<file path="config.mk">
export PLATFORM = sky130hd
export DESIGN_NAME = stream_packer
export DESIGN_NICKNAME = d
export VERILOG_FILES = /design/src/rtl/stream_packer.sv
export SDC_FILE = /design/constraint.sdc
export NUM_CORES = 1
export LEC_CHECK = 0
export CORE_ASPECT_RATIO = 0.7
export CORE_MARGIN = 10
export CORE_UTILIZATION = 48
export CTS_CLUSTER_SIZE = 24
export DETAILED_ROUTE_END_ITERATION = 7
export HOLD_SLACK_MARGIN = 0.06
export PLACE_DENSITY_LB_ADDON = 0.12
export SLEW_MARGIN = 20
export SYNTH_ARGS = -nofsm -noshare
export SYNTH_HDL_FRONTEND = slang
export SYNTH_SLANG_ARGS = --single-unit
</file>
<file path="constraint.sdc">
create_clock -name clock -period 6.1 [get_ports clock]
set_clock_uncertainty 0.05 [all_clocks]
set_input_delay 1.22 -clock clock [delete_from_list [all_inputs] [get_ports clock]]
set_output_delay 1.22 -clock clock [all_outputs]
set_load 0.02 [all_outputs]
</file>
<file path="src/rtl/stream_packer.sv">
// rtl/stream_packer.sv - MSB-first bit packer from ISIZE-bit beats into OSIZE-bit words
//
// Purpose: accumulates accepted input beats MSB-first into a bit accumulator
//   and emits full OSIZE-bit words through a single-entry output register.
//   In LINE mode a beat with ilast flushes the packet: the final word is
//   zero-padded in its LSBs and marked with olast.
// Ports:
//   clock          sole clock, rising edge
//   rst_n          asynchronous active-low reset
//   ivalid/iready  input beat handshake; idata, ialign, ilast sampled on accept
//   ovalid/oready  output word handshake; odata, okeep, olast held while stalled
// Configuration macro: STREAM_PACKER_KEEP_EN
//   defined   - okeep marks the valid bytes of the flush word (MSB-aligned)
//   undefined - okeep tied to all ones
module stream_packer #(
  parameter int ISIZE = 24,
  parameter int OSIZE = 256,
  parameter     MODE  = "LINE"
) (
  input  logic               clock,
  input  logic               rst_n,
  input  logic               ivalid,
  output logic               iready,
  input  logic [ISIZE-1:0]   idata,
  input  logic               ialign,
  input  logic               ilast,
  output logic               ovalid,
  input  logic               oready,
  output logic [OSIZE-1:0]   odata,
  output logic [OSIZE/8-1:0] okeep,
  output logic               olast
);

  localparam int AW = OSIZE + ISIZE;
  localparam int KW = OSIZE / 8;
  localparam int FW = $clog2(AW + 1);
  localparam logic [FW-1:0] OSZ = FW'(OSIZE);
  localparam logic [FW-1:0] ISZ = FW'(ISIZE);
  localparam bit LINE_MODE = (MODE == "LINE");

  // Valid bits sit in acc[AW-1 -: fill]; everything below is kept zero so the
  // flush word gets its LSB padding for free.
  logic [AW-1:0] acc;
  logic [FW-1:0] fill;
  logic          flush_pending;
  logic          run;

  logic          drain;
  logic          accept;
  logic          final_word;
  logic [FW-1:0] base;
  logic [AW-1:0] kept;
  logic [AW-1:0] beat_ext;
`ifdef STREAM_PACKER_KEEP_EN
  logic [FW-1:0] nbytes;
  logic [KW-1:0] keep_next;
`endif

  always_comb begin
    drain      = (fill >= OSZ || flush_pending) && (!ovalid || oready);
    final_word = flush_pending && (fill <= OSZ);
    // run holds iready low through reset and the first edge after it.
    iready     = run && !flush_pending && (fill < OSZ || drain);
    accept     = ivalid && iready;
    beat_ext   = {idata, {OSIZE{1'b0}}};

    // Accumulator after the (optional) drain of its top word.
    kept = drain ? (acc << OSIZE) : acc;
    base = drain ? ((fill >= OSZ) ? (fill - OSZ) : '0) : fill;

    // Align drops the partial remainder; a full word draining this cycle
    // has already been moved to the output register.
    if (accept && ialign) begin
      kept = '0;
      base = '0;
    end

`ifdef STREAM_PACKER_KEEP_EN
    nbytes    = (fill + FW'(7)) >> 3;
    keep_next = final_word ? ~({KW{1'b1}} >> nbytes) : {KW{1'b1}};
`endif
  end

  always_ff @(posedge clock or negedge rst_n) begin
    if (!rst_n) begin
      acc           <= '0;
      fill          <= '0;
      flush_pending <= 1'b0;
      run           <= 1'b0;
      ovalid        <= 1'b0;
      odata         <= '0;
      olast         <= 1'b0;
`ifdef STREAM_PACKER_KEEP_EN
      okeep         <= '0;
`endif
    end else begin
      run <= 1'b1;

      if (accept) begin
        acc  <= kept | (beat_ext >> base);
        fill <= base + ISZ;
      end else begin
        acc  <= kept;
        fill <= base;
      end

      // Accept is blocked while a flush is pending, so these never collide.
      if (drain && final_word)
        flush_pending <= 1'b0;
      else if (accept && ilast && LINE_MODE)
        flush_pending <= 1'b1;

      if (drain) begin
        ovalid <= 1'b1;
        odata  <= acc[AW-1 -: OSIZE];
        olast  <= final_word;
`ifdef STREAM_PACKER_KEEP_EN
        okeep  <= keep_next;
`endif
      end else if (oready) begin
        ovalid <= 1'b0;
      end
    end
  end

`ifndef STREAM_PACKER_KEEP_EN
  assign okeep = {KW{1'b1}};
`endif

endmodule

</file>
* After elaboration in Yosys (flattened, before gate mapping)
Cells that the tools add are included.
Operators by class: magnitude comparators 3, bitwise logic cells 1, mux-type cells 11, reductions and logical operators 15, shifts and indexed selects 1, add/subtract/negate cells 2
Operators by type and width (number):
- 2-to-1 mux 280 bit | 3
- bitwise OR 280 bit | 1
- right shift 280 x 9 -> 280 bit | 1
- 2-to-1 mux 9 bit | 4
- adder 9 x 5 -> 9 bit, second input constant | 1
- greater-or-equal comparator 9 bit, second input constant | 1
- less-or-equal comparator 9 bit, second input constant | 1
- < comparator 9 bit, second input constant | 1
- subtractor 9 bit, second input constant | 1
- logical AND 1 bit | 8
- 2-to-1 mux 1 bit | 4
- nonzero test 2 bit | 2
- logical OR 1 bit | 3
- logical NOT 1 bit | 2
Storage, ports and cells: input port bits 30, word-level logic and storage cells 40, output and inout bits 291, register bits 549

* Logic depth before layout (Yosys ltp)
Gate-level depths: netlist of the first run.
word-level depth 11, gate-level depth with buffers 12, depth with buffers taken out 9

* Worst setup path after synthesis of the first run
OpenSTA, ideal clock, no wires.
kind input to register, start point input oready, end point register acc[118], setup time 0.153 ns, setup slack 2.611 ns, path buffers 2, stages 8, arrival time 3.286 ns, required time 5.897 ns, cell sequence nand3b_2 -> nand4_2 -> buf_4 -> nand2_2 -> buf_1 -> mux2_2 -> a222oi_1 -> o21ai_1
On the way: word-level cells in the longest chain between the ends 10, elaborated cells on any way between the ends 13, those cells by class shift: 1; mux: 5; bitwise: 1; reduce/logical: 6
Ends and longest elaborated chain:
- start, declared | RTL line 28 | input logic oready,
- logical OR 1 bit (*) | RTL line 60 | drain = (fill >= OSZ || flush_pending) && (!ovalid || oready);
- logical AND 1 bit (*) | RTL line 60
- logical OR 1 bit | RTL line 63 | iready = run && !flush_pending && (fill < OSZ || drain);
- logical AND 1 bit | RTL line 63
- logical AND 1 bit | RTL line 64 | accept = ivalid && iready;
- logical AND 1 bit | RTL line 73 | if (accept && ialign) begin
- 2-to-1 mux 9 bit | RTL line 73
- right shift 280 x 9 -> 280 bit | RTL line 100 | acc <= kept | (beat_ext >> base);
- bitwise OR 280 bit | RTL line 100
- 2-to-1 mux 280 bit (*) | RTL line 99 | if (accept) begin
- end signal, assigned | RTL line 100
- end signal, assigned | RTL line 103 | acc <= kept;
- end, declared | RTL line 43 | logic [AW-1:0] acc;
Mark *: on every way between the ends. The rest lies on a longest branch, timed or not. A chain may end at the register's enable or synchronous reset.

* Worst setup path after layout of the first run
start point input ialign, end point register acc[154]
On the way: word-level cells in the longest chain between the ends 5, elaborated cells on any way between the ends 6, those cells by class shift: 1; mux: 3; bitwise: 1; reduce/logical: 1
Ends and longest elaborated chain:
- start, declared | RTL line 25 | input logic ialign,
- logical AND 1 bit (*) | RTL line 73
- 2-to-1 mux 9 bit | RTL line 73
- right shift 280 x 9 -> 280 bit | RTL line 100
- bitwise OR 280 bit | RTL line 100
- 2-to-1 mux 280 bit (*) | RTL line 99
Marks and branches as above.

==> key figures, run 1 <==
Placement
  • Setup WS pre-CTS: 0.900 ns
  • Post-DP Area: 27900 µm²
  • Post-Place Cells: 2923
  • IO buf count: 288
  • Post-DP HPWL: 67900 µm
  • Final Wtd Congestion: 0.984

Pwr
  • Leak: 13.6 nW
  • Worst vdd ir: 0.000377 V
  • Pwr Density: 387 nW/µm²

Clocking
  • Post-CTS Setup Bufs: 0
  • H-tree levels: 2
  • CTS hold repair buffers: 0
  • Post_cts resized: 0
  • CTS tree: built
  • Latest clock arrival within the worst-skew pair: 0.62 ns
  • Clk buf depth: 3
  • Sink Count: 549
  • CTS root buf: clkbuf_16
  • Clock transition at path regs: 0.06 ns
  • CTS Buf Count: 52

Setup path
  • Worst-path fanout max: 34
  • Critical-path cell list: clkdlybuf4s50_1 -> nand2_1 -> and3b_2 -> nor2_1 -> o221a_2 -> a22oi_1 -> o221ai_1 -> a22o_1
  • CP max-delay cell: and3b_2
  • Arrival time worst endpoint: 5.15 ns
  • Crit Reg-Reg Startpoint: flush_pending
  • Critical Path Start Type: input port
  • Delay-heaviest family, CP: compound AO/OA/AOI/OAI gates
  • Worst path buffer plus inverter count: 1
  • Slowest stage delay, CP: 0.85 ns
  • CP Capture Type: flip-flop
  • Crit. Startpoint: ialign
  • CP Class: in -> reg
  • Critical Path RT: 6.54 ns

Logic synthesis
  • Ys flop type: dfrtp_1
  • Post-synthesis sequential area ratio: 57.4%
  • Synth area leader: dfrtp_1
  • Async S/R FF share, synth: 100%
  • Simple-gate share of the synthesized area: 7.39%
  • Yosys warns: 0
  • Most frequent cells after synthesis: dfrtp_1, mux2_2, nand2_1
  • Mux cell area share after synthesis: 14.6%
  • Synth top area share: 57.4%
  • Post-Synth XOR/XNOR Area: 0.0732%
  • Cell with the most instances after synthesis: dfrtp_1
  • Complex-gate fraction of the synthesized area: 16.7%
  • Post-Syn Instances: 1984
  • Synth top area cells: dfrtp_1, mux2_2, nand2_1, o21ai_0, mux2i_1
  • EDFF count, synth: 0
  • Syn_area_per_cell: 12.1 µm²
  • Yosys cell types: 87
  • Syn Std Cell Area: 23900 µm²
  • Synth Register Bits: 549
  • Adder-cell share of the synthesized area: 0.0523%
  • Largest family of logic cells by synthesized area: compound AO/OA/AOI/OAI gates

Hold path
  • Hold_sp: acc[28]
  • Hold Crit Class: reg -> reg

Timing
  • RSZ-0062 raised after global routing: no
  • Hold Fails Final Rpt: 0
  • Final setup violation count: 0
  • Final Cycle Share: 77.3%
  • Worst rel slew slack: 19.8%
  • Max Slew Vio Count: 0
  • Fmax: 212 MHz
  • Final worst slack: 1.39 ns
  • Min Tclk post-route: 4.71 ns
  • Worst Hold Slack: 0.431 ns
  • Slew @ Worst Pin: 1.20 ns
  • TNS Setup: 0 ns

Final layout
  • Nets: 2344
  • Layout cells sized above 1: 22.5%
  • Area delta synth->final: 24.6%
  • Final Cell Area: 29800 µm²
  • Non-Filler Instances: 3024

Floorplanning
  • Die X: 287 µm
  • Rows: 68
  • Initial Util: 48.6%
  • Io pins: 321
  • Die height: 207 µm
  • Core area: 49300 µm²
  • Die area: 59300 µm²

Detailed routing
  • Routed WL: 93300 µm
  • DR WL/cell: 30.9 µm
  • DRT Pass-1 Iters: 5
  • DR vias: 19.1k
  • # DRC: 0
  • DR iter-0 viols: 2168
  • Final ANT Viol Nets: 0
  • Vias/cell: 6.31

Global route
  • First-pass GRT wire length: 136000 µm
  • Global route overflow: 0
  • Pin count of the biggest net entering global routing: 168
  • GRT Util Overall: 30.9%
  • Antenna violations before repair: 3
  • Vias in the first global route: 19.3k

Run
  • Max cap viols: 0

Outcome
  • Outcome: finished, final reports clean
[worst paths after layout]
check	depth (start not counted)	slack, ns	to
max	8	1.39	acc[154]
min	2	0.43	acc[28]
max reg2reg	7	2.03	acc[154]
min reg2reg	2	0.43	acc[28]
max in group asynchronous	2	3.89	odata[204]
min in group asynchronous	1	0.58	odata[247]
[report_power, final]
group	switching (W)	internal, W
Combinational	0.00252	0.00126
Clock	0.00145	0.00204
Sequential	0.000295	0.00398
Total	0.00427	0.00728
[cell families after synthesis]
group                    after synthesis
flip-flops                           549
AO/OA/AOI/OAI                        536
AND/OR/NAND/NOR                      397
multiplexers                         315
buffers and inverters                183
XOR/XNOR                               2
adder cells (fa/ha/maj)                1
other                                  1
[cell type report]
class,count,area [µm²]
Antenna cell,3,7.51
Inverter,18,67.6
Clock buffer,75,1520
Sequential cell,549,13700
Tap cell,665,832
Fill cell,3931,19500
Clock inverter,22,330
Timing Repair Buffer,408,3850
Multi-Input combinational cell,1284,9450
[flip-flops by register name, indices dropped and copies added, names as in the netlist]
| register | cells |
|---|---|
| acc | 280 |
| run | 1 |
| odata | 256 |
| ovalid | 1 |
| flush_pending | 1 |
| olast | 1 |
| fill | 9 |
[worst reg2reg max path, cell delays in order, from the launching register on]
cell and delay (ns):
dfrtp_1 0.43, nor2b_1 0.28, and3b_2 0.84, nor2_1 0.40, o221a_2 0.41, a22oi_1 0.51
o221ai_1 0.66, a22o_1 0.39
[per-layer routing]
metal / up-vias / part of all wire (%) / global-route usage (%)
li1: 8016 / - / -
met2: 1025 / 44 / 45.8
met3: 134 / 10 / 8.90
met4: 0 / 1.9 / 6.81
met5: - / 0 / 0
met1: 9899 / 44 / 44.3
[layout by cell type (no fill, tap or decap), drive strengths merged, types with 10 or more instances in the layout]
| cell | Yosys | routed |
|---|---|---|
| clkinv | 1 | 13 |
| a21oi | 31 | 31 |
| o22ai | 28 | 28 |
| conb | 1 | 33 |
| mux2i | 50 | 50 |
| nand3 | 34 | 34 |
| nor2 | 108 | 108 |
| mux2 | 264 | 264 |
| a211oi | 10 | 10 |
| clkbuf | 89 | 75 |
| a221o | 43 | 43 |
| a31oi | 12 | 12 |
| a22oi | 58 | 58 |
| clkdlybuf4s50 | 0 | 287 |
| inv | 17 | 18 |
| buf | 76 | 121 |
| dfrtp | 549 | 549 |
| o211ai | 10 | 10 |
| nor3 | 28 | 28 |
| o221ai | 50 | 50 |
| o21ai | 154 | 154 |
| nand2 | 179 | 179 |
| a32oi | 17 | 17 |
| a22o | 56 | 56 |
[stage by stage]
step / util, % / power (W)
3_5_place_dp: 56.7 / 0.00800
3_3_place_gp: 56.7 / 0.00796
5_1_grt: 60.5 / 0.0119
6_report: 60.5 / 0.0115
2_1_floorplan: - / 0.00621
4_1_cts: 60.5 / 0.0115
(Power assumes the default switching activity.)
==> inputs of run 2 (changes only) <==
Clock period 6.1 ns to 4.5 ns, I/O delays scaled along.
==> key figures, run 2 (synthesized netlist as in run 1, its figures left out) <==
Clocking
  • Clk buf depth: 3
  • Sink Count: 549
  • Clock transition at path regs: 0.06 ns
  • CTS hold repair buffers: 0
  • CTS tree: built
  • CTS root buf: clkbuf_16
  • Post-CTS Setup Bufs: 0
  • CTS Buf Count: 50
  • H-tree levels: 2
  • Post_cts resized: 0
  • Latest clock arrival within the worst-skew pair: 0.61 ns

Placement
  • Final Wtd Congestion: 0.972
  • Setup WS pre-CTS: 0.0902 ns
  • Post-DP HPWL: 69300 µm
  • IO buf count: 288

Detailed routing
  • DR iter-0 viols: 2478
  • WL met2: 40700 µm
  • DR vias: 19.5k
  • Vias/cell: 6.31
  • Routed WL: 93900 µm
  • DR WL/cell: 30.4 µm
  • DRT Pass-1 Iters: 6
  • DRT met1 WL: 40500 µm
  • DR WL met3: 10400 µm
  • Final ANT Viol Nets: 0
  • # DRC: 0
  • Top Metal Used: met5

Global route
  • Pin count of the biggest net entering global routing: 115
  • Vias in the first global route: 19.5k
  • Antenna violations before repair: 7
  • Global route overflow: 0
  • First-pass GRT wire length: 137000 µm
  • GRT Util Overall: 30.9%

Floorplanning
  • Core area: 49300 µm²
  • Die height: 207 µm
  • Die X: 287 µm
  • Initial Util: 48.6%
  • Rows: 68
  • Io pins: 321
  • Die area: 59300 µm²

Final layout
  • Top reg by flops: acc
  • Area delta synth->final: 26.9%
  • Top flop regs: acc x280, odata x256, fill x9
  • Layout cells sized above 1: 24.5%
  • Commonest non-fill, non-tap cells in the layout: dfrtp_1, clkdlybuf4s50_1, mux2_2, nand2_1, buf_4
  • Nets: 2409
  • Max reg flops: 280
  • Commonest non-fill, non-tap cell in the layout: dfrtp_1
  • FILL cells: 3862

Pwr
  • Switch share: 36.7%
  • Comb power frac: 33.7%
  • Sequential share of power: 37.0%
  • Pwr Density: 515 nW/µm²
  • Clk pwr share: 29.2%
  • Psw: 0.00574 W
  • Leak: 13.9 nW
  • Internal power: 0.00990 W
  • Worst vdd ir: 0.000468 V

Setup path
  • Critical Path RT: 4.92 ns
  • CP Class: in -> reg
  • Arrival time worst endpoint: 4.38 ns
  • Critical-path cell list: clkdlybuf4s50_1 -> nand3b_2 -> and3b_2 -> buf_4 -> o32a_1 -> o221ai_1 -> mux2i_1 -> o22ai_2 -> a2bb2oi_4 -> o21ai_0
  • Critical Path Start Type: input port
  • R2R depth: 11
  • Crit Reg-Reg Startpoint: flush_pending
  • Setup slack, reg-to-reg: 0.75 ns
  • Worst-path fanout max: 9
  • CP max-delay cell: o221ai_1
  • Slowest stage delay, CP: 0.61 ns
  • Reg-to-Reg End: acc[29]
  • CP Capture Type: flip-flop

Timing
  • Slew @ Worst Pin: 1.19 ns
  • Fmax: 253 MHz
  • Max Slew Vio Count: 0
  • Worst rel slew slack: 19.8%
  • RSZ-0062 raised after global routing: no
  • TNS Setup: 0 ns
  • Final Cycle Share: 87.8%
  • Final worst slack: 0.547 ns
  • Final setup violation count: 0
  • Min Tclk post-route: 3.95 ns
  • Hold Fails Final Rpt: 0

Run
  • Max cap viols: 0

Hold path
  • Hold Crit Class: in -> async

Outcome
  • Outcome: finished, final reports clean
run 2: power groups by stage:
stage	Sequential, W	Clock [W]	Combinational (W)
floorplan	0.00596	0	0.00246
global placement	0.00586	0	0.00507
detailed placement	0.00587	0	0.00512
CTS	0.00579	0.00461	0.00515
global route	0.00584	0.00484	0.00546
finish	0.00580	0.00457	0.00528
run 2: area by class of cell:
cell class / count / area [µm²] / area share, %
flip-flops and latches: 549 / 13700 / 45.3
inverters: 18 / 67.6 / 0.223
well taps: 665 / 832 / 2.74
multi-input cells: 1284 / 9450 / 31.1
clock inverters: 16 / 259 / 0.853
clock buffers: 74 / 1510 / 4.98
repair buffers: 475 / 4490 / 14.8
diodes: 2 / 5.00 / 0.0165
run 2: how the worst max path moves through the flow:
stage                      start  endpoint  slack [ns]
final                     oready  acc[131]        0.55
after detailed placement  oready  acc[163]        0.09
after global placement    oready  acc[163]        0.04
after CTS                 oready  acc[131]        0.70
after global routing      oready  acc[131]        0.42
after floorplan           oready  acc[118]        1.33
run 2: critical path, delay by kind of cell:
| kind | cells | cell delay (ns) |
|---|---|---|
| buf+inv | 2 | 0.61 |
| simple gates | 2 | 0.61 |
| mux | 1 | 0.19 |
| compound gates | 5 | 2.05 |
run 2: per-layer routing:
metal  global-route usage (%)  up-vias
met1                     44.0    10000
met4                     7.45        2
li1                         -     8118
met3                     9.38      177
met5                        0        -
met2                     45.9     1124
run 2: stage by stage:
step	total power [W]	hold WS [ns]	util [%]	area [µm²]	cells
after global placement	0.0109	0.408	58.0	28600	2991
after floorplan	0.00841	0.383	-	24000	2016
final	0.0156	0.236	61.6	30400	3083
after global routing	0.0161	0.258	61.6	30400	3081
after detailed placement	0.0110	0.418	58.0	28600	2991
after CTS	0.0156	0.242	61.6	30300	3081
==> inputs of run 3 (changes only) <==
Settings changed: DONT_BUFFER_PORTS set to 1.
==> key figures, run 3 (synthesized netlist as in run 1, its figures left out) <==
Pwr
  • Internal power: 0.00944 W
  • Total power draw: 0.0151 W
  • Switch share: 37.3%
  • Comb power frac: 29.4%
  • Sequential share of power: 40.4%
  • Worst vdd ir: 0.000330 V
  • Pwr Density: 555 nW/µm²
  • Leak: 12.7 nW
  • Psw: 0.00561 W
  • Clk pwr share: 30.2%

Global route
  • Global route overflow: 0
  • Vias in the first global route: 17.4k
  • Antenna violations before repair: 6
  • Pin count of the biggest net entering global routing: 550
  • First-pass GRT wire length: 129000 µm
  • GRT Util Overall: 29.7%

Detailed routing
  • # DRC: 0
  • Routed WL: 90500 µm
  • Final ANT Viol Nets: 0
  • Vias/cell: 6.49
  • DR iter-0 viols: 2218
  • DR WL/cell: 32.8 µm
  • DR vias: 17.9k
  • DRT Pass-1 Iters: 5

Setup path
  • CP Capture Type: flip-flop
  • Slowest stage delay, CP: 0.78 ns
  • Worst path buffer plus inverter count: 1
  • Critical Path RT: 4.96 ns
  • CP Class: reg -> reg
  • Arrival time worst endpoint: 4.20 ns
  • Delay-heaviest family, CP: compound AO/OA/AOI/OAI gates
  • Critical-path cell list: and2b_1 -> o21ai_1 -> o32ai_1 -> a221oi_1 -> nand2_1 -> a21oi_1 -> a221oi_2 -> buf_4 -> o221ai_1
  • Critical Path Start Type: flip-flop
  • CP max-delay cell: o21ai_1
  • Worst-path fanout max: 8

Run
  • Max cap viols: 0

Final layout
  • Top reg by flops: acc
  • Nets: 2085
  • Area delta synth->final: 13.3%
  • Max reg flops: 280
  • Layout cells sized above 1: 26.6%
  • Number of diodes: 0
  • Commonest non-fill, non-tap cell in the layout: dfrtp_1
  • Commonest non-fill, non-tap cells in the layout: dfrtp_1, mux2_2, nand2_1, buf_4, o21ai_0
  • Top flop regs: acc x280, odata x256, fill x9
  • FILL cells: 4211

Placement
  • Final Wtd Congestion: 1.00
  • Setup WS pre-CTS: 0.231 ns
  • Post-DP HPWL: 64700 µm
  • IO buf count: 0

Clocking
  • H-tree levels: 2
  • Post-CTS Setup Bufs: 0
  • Sink Count: 549
  • CTS root buf: clkbuf_16
  • CTS tree: built
  • Clock transition at path regs: 0.06 ns
  • Clk buf depth: 3
  • Latest clock arrival within the worst-skew pair: 0.61 ns
  • CTS Buf Count: 51
  • Post_cts resized: 0

Outcome
  • Failing checks: negative hold slack, max-slew violations
  • Outcome: finished, violations left

Hold path
  • Hold Crit Class: in -> async

Floorplanning
  • Die X: 287 µm
  • Io pins: 321
  • Initial Util: 48.6%
  • Core area: 49300 µm²
  • Die area: 59300 µm²
  • Rows: 68
  • Die height: 207 µm

Timing
  • Final Cycle Share: 83.1%
  • Worst rel slew slack: -62.0%
  • Final setup violation count: 0
  • Final worst slack: 0.759 ns
  • Fmax: 267 MHz
  • Hold Fails Final Rpt: 45
  • Slew @ Worst Pin: 2.43 ns
  • Worst Hold Slack: -0.0519 ns
  • RSZ-0062 raised after global routing: no
  • Min Tclk post-route: 3.74 ns
  • Max Slew Vio Count: 380
  • TNS Setup: 0 ns
[run 3: final timing paths]
path,from,to,slack (ns),cells past startpoint
setup reg to reg,ovalid,acc[199],0.76,9
setup / recovery,ovalid,acc[199],0.76,9
max in group asynchronous,rst_n,odata[55],2.54,0
min in group clock,ialign,fill[3],0.41,2
hold / removal,rst_n,odata[247],-0.05,0
hold reg to reg,acc[114],acc[114],0.42,2
[run 3: area by class of cell]
class,instances,area [µm²],area share (%)
multi-input cells,1284,9440,34.8
clock buffers,71,1470,5.43
well taps,665,832,3.07
flip-flops and latches,549,13700,50.7
repair buffers,150,1260,4.66
clock inverters,22,288,1.06
inverters,18,67.6,0.249
[run 3: power by group through the flow]
stage | logic (W) | registers [W] | clock network (W)
finish | 0.00442 | 0.00609 | 0.00454
global placement | 0.00426 | 0.00617 | 0
CTS | 0.00429 | 0.00609 | 0.00461
detailed placement | 0.00428 | 0.00618 | 0
floorplan | 0.00246 | 0.00596 | 0
global route | 0.00458 | 0.00614 | 0.00482
[run 3: metrics by stage]
stage | hold WS (ns) | cells | area (µm²) | utilization [%]
finish | -0.0519 | 2759 | 27100 | 55.0
global route | -0.0785 | 2759 | 27100 | 55.0
CTS | -0.0662 | 2759 | 27100 | 55.0
detailed placement | 0.407 | 2666 | 25300 | 51.4
global placement | 0.404 | 2666 | 25300 | 51.4
floorplan | 0.383 | 2016 | 24000 | -
[run 3: metal layers]
metal,vias to the layer above,part of all wire (%),track usage (%)
met1,9367,43,42.2
li1,7453,-,-
met5,-,0.029,0
met3,123,12,11.5
met4,4,2.0,6.57
met2,959,43,42.5
